--- config.mk ---
export PLATFORM = sky130hd
export DESIGN_NAME = game_of_life
export DESIGN_NICKNAME = d
export VERILOG_FILES = /design/src/rtl/gol_pkg.sv /design/src/rtl/game_of_life_popcount8.sv /design/src/rtl/game_of_life.sv
export SDC_FILE = /design/constraint.sdc
export NUM_CORES = 1
export LEC_CHECK = 0
export CORE_AREA = 2 2 39 41
export DETAILED_ROUTE_END_ITERATION = 7
export DIE_AREA = 0 0 41 43
export GPL_TIMING_DRIVEN = 0
export MAX_ROUTING_LAYER = met4
export PLACE_DENSITY = 0.49
export SETUP_SLACK_MARGIN = 0.3
export SLEW_MARGIN = 5
export SYNTH_ARGS = -nofsm -noshare
export SYNTH_HDL_FRONTEND = slang
export SYNTH_SLANG_ARGS = --single-unit
--- constraint.sdc ---
create_clock -name clk -period 6.66 [get_ports clk]
set_input_delay 1.332 -clock clk [delete_from_list [all_inputs] [get_ports clk]]
set_output_delay 1.332 -clock clk [all_outputs]
set_load 0.05 [all_outputs]
--- src/rtl/gol_pkg.sv ---
// Shared constants and the B3/S23 rule helper for the Game of Life cell.
package gol_pkg;

  localparam int unsigned CNT_W = 4;
  localparam logic [CNT_W-1:0] BIRTH_COUNT   = 4'd3;
  localparam logic [CNT_W-1:0] SURVIVE_COUNT = 4'd2;

  function automatic logic next_state(input logic [CNT_W-1:0] cnt, input logic mid_s);
    logic res;
    case (cnt)
      BIRTH_COUNT:   res = 1'b1;
      SURVIVE_COUNT: res = mid_s;
      default:       res = 1'b0;
    endcase
    return res;
  endfunction

endpackage

--- src/rtl/game_of_life_popcount8.sv ---
// Eight-input population count built as a carry-save tree of full/half adders.
module half_adder (
  input  logic a,
  input  logic b,
  output logic s,
  output logic c
);
  assign s = a ^ b;
  assign c = a & b;
endmodule

module full_adder (
  input  logic a,
  input  logic b,
  input  logic ci,
  output logic s,
  output logic co
);
  assign s  = a ^ b ^ ci;
  assign co = (a & b) | (ci & (a ^ b));
endmodule

module popcount8
  import gol_pkg::*;
(
  input  logic [7:0]       bits_i,
  output logic [CNT_W-1:0] sum_o
);
  logic s0, s1, s2, s4;
  logic c0, c1, c2, c3, c4, c5;

  // First rank compresses the eight weight-1 bits into three sums and three weight-2 carries.
  full_adder u_fa0 (.a(bits_i[0]), .b(bits_i[1]), .ci(bits_i[2]), .s(s0), .co(c0));
  full_adder u_fa1 (.a(bits_i[3]), .b(bits_i[4]), .ci(bits_i[5]), .s(s1), .co(c1));
  half_adder u_ha0 (.a(bits_i[6]), .b(bits_i[7]), .s(s2), .c(c2));

  full_adder u_fa2 (.a(s0), .b(s1), .ci(s2), .s(sum_o[0]), .co(c3));

  full_adder u_fa3 (.a(c0), .b(c1), .ci(c2), .s(s4), .co(c4));
  half_adder u_ha1 (.a(s4), .b(c3), .s(sum_o[1]), .c(c5));

  // The final weight-4 pair yields bits 2 and 3, so a full population of 8 reads 4'b1000.
  half_adder u_ha2 (.a(c4), .b(c5), .s(sum_o[2]), .c(sum_o[3]));
endmodule

--- src/rtl/game_of_life.sv ---
// Single Game of Life cell: combinational B3/S23 next state plus a registered copy.
module game_of_life
  import gol_pkg::*;
(
  input  logic             clk,
  input  logic             rst_n,
  input  logic             i0,
  input  logic             i1,
  input  logic             i2,
  input  logic             i3,
  input  logic             i4,
  input  logic             i5,
  input  logic             i6,
  input  logic             i7,
  input  logic             mid,
  input  logic             en,
  output logic             alive,
  output logic             alive_q,
  output logic [CNT_W-1:0] count
);
  logic [7:0] nbr_s;
  logic       alive_d;

  assign nbr_s = {i7, i6, i5, i4, i3, i2, i1, i0};

  popcount8 u_popcount8 (.bits_i(nbr_s), .sum_o(count));

  assign alive = next_state(count, mid);

  // Generation step: load the new state only when enabled.
  always_comb begin
    alive_d = alive_q;
    if (en) begin
      alive_d = alive;
    end else begin
      alive_d = alive_q;
    end
  end

  // Cell state register, cleared asynchronously.
  always_ff @(posedge clk or negedge rst_n) begin
    if (!rst_n) begin
      alive_q <= 1'b0;
    end else begin
      alive_q <= alive_d;
    end
  end
endmodule

==> results.py, run 1 <==
metrics = {
    "detailed_routing": {
        "met3RoutedLength_um": 28,
        "drtAntennaViolNets": 0,
        "drtPass1Iterations": 1,
        "wl_met2_um": 211,
        "m1WireLength_um": 175,
        "vias": 209,
        "vias_per_cell": 3.426,
        "wire_per_inst_um": 6.803,
        "maxUsedRoutingLayer": "met3",
        "drc": 0,
        "wl_um": 415,
        "drtIter0Drc": 0,
    },
    "sta": {
        "finalSetupViolations": 0,
        "period_needed_ps": 5490,
        "rsz0062_at_grt": "no",
        "worst_pin_slew_ps": 494.1,
        "hold_viol_final": 0,
        "setup_tns_ps": 0,
        "max_freq_mhz": 182.2,
        "fin_crit_sh_pct": 82.43,
        "slew_violations": 0,
        "skew_ps": 0,
        "max_slew_margin_pct": 66.95,
    },
    "logic_synthesis": {
        "synth_cell_type_count": 9,
        "ys_top_cells_by_area": "fa_1, ha_1, inv_1",
        "syn_avg_cell_area_sq_um": 9.116,
        "synth_top_area_share_pct": 31.37,
        "yosysMostFrequentCell": "inv_1",
        "yosys.area.top_type": "fa_1",
        "synth_edf_count": 0,
        "ys_ff_latch": 1,
        "async_flop_share_pct": 100.0,
        "syn_nets": 48,
        "synth_cells": 28,
        "yosys-top-cells-count": "inv_1, buf_4, fa_1, ha_1",
        "yosys_warnings": 0,
        "syn_area_sq_um": 255.2,
        "synth_ff_type": "dfrtp_1",
        "yosysSeqAreaShare_pct": 9.804,
    },
    "cts": {
        "clk_latency_ps": 0,
        "cts_setup_buffers": 0,
        "clkTransAtPathRegs_ps": 0,
        "cts_resized": 0,
        "hold_buffers": 0,
    },
    "layout": {
        "regMostFlops": "alive_q",
        "area_growth_syn_to_layout_pct": 74.51,
        "n_antenna_cell": 0,
        "post-route-cell-area_sq_um": 445.4,
        "drive_above_1_share_pct": 8.889,
        "postLayoutCoreUtil_pct": 32.19,
        "top_regs": "alive_q: 1 flops",
        "largest_reg_flops": 1,
        "fin_nets": 67,
    },
    "power": {
        "power.density_nw_per_um2": 242.1,
        "power_mw": 0.1078,
        "ir_drop_mv": 0.08428,
        "leakage_nw": 0.2330,
    },
    "floorplan": {
        "die_area_sq_um": 1763,
        "std_cell_rows": 14,
        "core_area_sq_um": 1384,
        "initial_core_util_pct": 18.44,
        "fp.dieW_um": 41,
        "io_pins": 18,
        "die_height_um": 43,
    },
    "placed_design": {
        "dpl-instance-area_sq_um": 445.4,
        "port_buffers": 17,
        "hpwl_um": 392,
        "place.gp.congestion": 0.6282,
    },
    "critical_path": {
        "critical_path_class": "in -> out",
        "worstPathRequired_ps": 5330,
        "crit_fanout": 2,
        "rrSetupSlack_ps": 5870,
        "worst-r2r-cell-count": 2,
        "worstPathArrival_ps": 4160,
        "worstSetupEndpointType": "output port",
        "startpoint_type": "input pin",
        "r2r_start": "alive_q",
        "reg2reg_to": "alive_q",
    },
    "hold_path": {
        "min_from": "alive_q",
        "whs_endpoint": "alive_q",
        "worstHoldPathCells": 2,
        "hold_class": "reg -> reg",
    },
    "global_route": {
        "grt_pass1_vias": 179,
        "overflow": 0,
        "grt_start_max_net_pins": 4,
        "grt_pass1_wl_um": 641,
        "grt_use_total_pct": 4.943,
        "antenna_found_initial": 0,
    },
    "flow_run": {
        "drv_cap": 0,
    },
    "outcome": {
        "status": "complete, no violations",
    },
}
[kinds of logic after synthesis]
family          count (synthesis)  synth area share [%]
compound gates                  1                 3.922
fa+ha+maj                       8                 50.98
simple gates                    3                 7.358
flops                           1                 9.802
buf+inv                        15                 27.94
[worst max-delay path by stage]
stage                     from  cells after the start  slack [ps]       end
after floorplan             i0                      8        2310     alive
after global placement      i0                     10        1140  count[2]
after detailed placement    i0                     10        1150  count[2]
after CTS                   i0                     10        1140  count[2]
after global routing        i0                     10        1010  count[2]
final                       i0                     10        1170  count[2]
[per-layer routing]
| layer | up-vias | track usage [%] |
|---|---|---|
| met1 | 92 | 6.774 |
| met5 | - | - |
| met3 | 0 | 0 |
| met2 | 7 | 8.438 |
| li1 | 110 | - |
| met4 | 0 | 0 |
[critical path, stage by stage]
cell,delay (ps)
clkdlybuf4s50_1,430
fa_1,540
inv_1,50
fa_1,400
inv_1,60
ha_1,160
inv_1,50
ha_1,260
buf_4,90
clkdlybuf4s50_1,780
[power by group]
group	switching, mW	leakage (nW)	total (mW)	internal (mW)
Sequential	0.000564	0.0133	0.00832	0.00775
Combinational	0.0573	0.220	0.0995	0.0422
Clock	0	0	0	0
Total	0.0579	0.233	0.108	0.0499
[stage by stage]
| step | instances | hold WS, ps | worst slack [ps] |
|---|---|---|---|
| 6_report | 61 | 583.2 | 1170 |
| 5_1_grt | 61 | 627.3 | 1015 |
| 4_1_cts | 61 | 590.8 | 1136 |
| 3_5_place_dp | 61 | 590.8 | 1148 |
| 3_3_place_gp | 61 | 583.8 | 1137 |
| 2_1_floorplan | 28 | 907.1 | 2306 |
[cells in the final DEF, fill, tap and decap left out]
cell type / Yosys / routed
nand2b_1: 1 / 1
and3_1: 1 / 1
nor2b_1: 1 / 1
fa_1: 4 / 4
a41o_1: 1 / 1
dfrtp_1: 1 / 1
clkdlybuf4s50_1: 0 / 17
inv_1: 11 / 11
ha_1: 4 / 4
buf_4: 4 / 4
[cell type report]
type,count,area [sq um]
Multi-Input combinational cell,12,158.9
Fill cell,154,938.4
Sequential cell,1,25.02
Buffer,4,30.03
Tap cell,16,20.02
Timing Repair Buffer,17,170.2
Inverter,11,41.29
No activity file was read; power rests on OpenSTA's default activity.
==> inputs of run 2 (changes only) <==
PLACE_DENSITY = 0.51   (was 0.49)
clock period = 4.6 ns   (was 6.66 ns; I/O delays follow)
==> run 2 against run 1 <==
  * Setup slack got worse by 720 ps
  * Wire length up 0.72%
  * Utilization fell by 0.99 points
  * Cell area shrank 3.1%
  * Critical path depth stayed put
  * Power grew 36%
  * Sequential share of layout area rose by 0.18 points
  * Via count decreased by 2.9%
  * Highest routed layer unchanged
==> results.py, run 2 (synthesis gave the netlist of run 1 again) <==
metrics = {
    "floorplan": {
        "die_area_sq_um": 1763,
        "die_height_um": 43,
        "initial_core_util_pct": 18.44,
        "std_cell_rows": 14,
        "io_pins": 18,
        "fp.dieW_um": 41,
        "core_area_sq_um": 1384,
    },
    "layout": {
        "postLayoutCoreUtil_pct": 31.19,
        "fill_cells": 159,
        "largest_reg_flops": 1,
        "drive_above_1_share_pct": 15.56,
        "regMostFlops": "alive_q",
        "final_cells": 61,
        "top_regs": "alive_q: 1 flops",
        "n_antenna_cell": 0,
        "layout_common_cells": "clkdlybuf4s50_1, inv_1, fa_1, ha_1, buf_4",
        "mostFrequentLayoutCell": "clkdlybuf4s50_1",
        "fin_nets": 67,
        "post-route-cell-area_sq_um": 431.7,
        "area_growth_syn_to_layout_pct": 69.12,
    },
    "global_route": {
        "grt_pass1_vias": 176,
        "grt_start_max_net_pins": 4,
        "antenna_found_initial": 0,
        "grt_pass1_wl_um": 641,
        "grt_use_total_pct": 4.948,
        "overflow": 0,
    },
    "sta": {
        "whs_ps": 593.3,
        "hold_viol_final": 0,
        "worst_pin_slew_ps": 498.6,
        "period_needed_ps": 4146,
        "rsz0062_at_grt": "no",
        "skew_ps": 0,
        "max_freq_mhz": 241.2,
        "finalSetupViolations": 0,
        "fin_crit_sh_pct": 90.13,
        "slew_violations": 0,
        "max_slew_margin_pct": 66.70,
        "layout_setup_ws_ps": 453.9,
        "setup_tns_ps": 0,
    },
    "cts": {
        "hold_buffers": 0,
        "cts_setup_buffers": 0,
        "clk_latency_ps": 0,
        "clkTransAtPathRegs_ps": 0,
    },
    "hold_path": {
        "whs_endpoint": "alive_q",
        "min_from": "alive_q",
        "hold_class": "reg -> reg",
        "worstHoldPathCells": 2,
    },
    "critical_path": {
        "crit_top_cell": "inv_1",
        "startpoint_type": "input pin",
        "path_buf_inv": 6,
        "cp_cell_sequence": "clkdlybuf4s50_1 -> fa_1 -> inv_1 -> fa_1 -> inv_1 -> ha_1 -> inv_1 -> ha_1 -> buf_4 -> clkbuf_2",
        "worstSetupEndpointType": "output port",
        "crit_fanout": 2,
        "slowest_stage": "fa_1",
        "worstPathArrival_ps": 3230,
        "critPathTopFamily": "adder cells",
        "critical_path_class": "in -> out",
        "rrSetupSlack_ps": 3810,
        "slowest_delay_ps": 540,
        "r2r_start": "alive_q",
        "reg2reg_to": "alive_q",
        "worstPathRequired_ps": 3680,
        "worst-r2r-cell-count": 2,
    },
    "placed_design": {
        "hpwl_um": 394.9,
        "port_buffers": 17,
        "dp_cells": 61,
        "place.gp.congestion": 0.6394,
        "dpl-instance-area_sq_um": 445.4,
        "pre_cts_ws_ps": -68.95,
    },
    "power": {
        "power_mw": 0.1469,
        "power.density_nw_per_um2": 340.3,
        "combPwrFrac_pct": 91.8,
        "power.internal_mw": 0.06329,
        "pwr-share-clk_pct": 0,
        "p_seq_share_pct": 8.2,
        "ir_drop_mv": 0.1461,
        "swShare_pct": 56.91,
        "leakage_nw": 0.2458,
        "switchingPower_mw": 0.08359,
    },
    "detailed_routing": {
        "drc": 0,
        "wire_per_inst_um": 6.852,
        "wl_um": 418,
        "drtIter0Drc": 1,
        "vias_per_cell": 3.328,
        "drtPass1Iterations": 2,
        "drtAntennaViolNets": 0,
        "vias": 203,
    },
    "outcome": {
        "status": "complete, no violations",
    },
    "flow_run": {
        "drv_cap": 0,
    },
}
[run 2: changes by cell type in the layout (fill, tap and decap cells not counted), sizes merged]
cell / change
clkbuf: +3
dlygate4sd2: +1
clkdlybuf4s50: -5
dlymetal6s2s: +1
[run 2: power groups by stage]
stage	Sequential, mW	Clock (mW)	Combinational [mW]
after floorplan	0.0203	0	0.0925
after global placement	0.0122	0	0.146
after detailed placement	0.0120	0	0.146
after CTS	0.0120	0	0.139
after global routing	0.0125	0	0.146
final	0.0120	0	0.135
[run 2: area by class of cell]
class / instances / area (sq um) / share of cell area, %
plain buffers: 4 / 30.03 / 6.957
inverters: 11 / 41.29 / 9.565
multi-input cells: 12 / 158.9 / 36.81
flip-flops and latches: 1 / 25.02 / 5.797
well taps: 16 / 20.02 / 4.638
repair buffers: 17 / 156.4 / 36.23
[run 2: routing by layer]
layer,track usage [%],vias to the layer above,wire [um]
met5,-,-,0
met4,0,0,0
met3,0,0,38
met2,8.438,7,205
met1,6.796,86,174
li1,-,110,-
[run 2: worst reg2reg max path, stage by stage (launching register included)]
cell and delay, ps:
dfrtp_1 340, nor2b_1 130, a41o_1 200
[run 2: what timing repair did]
action,in CTS,in global routing
endpoints found under the setup margin,4,4
pin swaps,0,0
gates resized for setup,4,7
[run 2: how the worst max path moves through the flow]
stage	start	to	slack (ps)	cells after the start
floorplan	i0	alive	1070	8
global placement	i0	count[2]	-100	10
detailed placement	i0	count[2]	-70	10
CTS	i0	count[2]	190	10
global route	i0	count[2]	300	10
finish	i0	count[2]	450	10
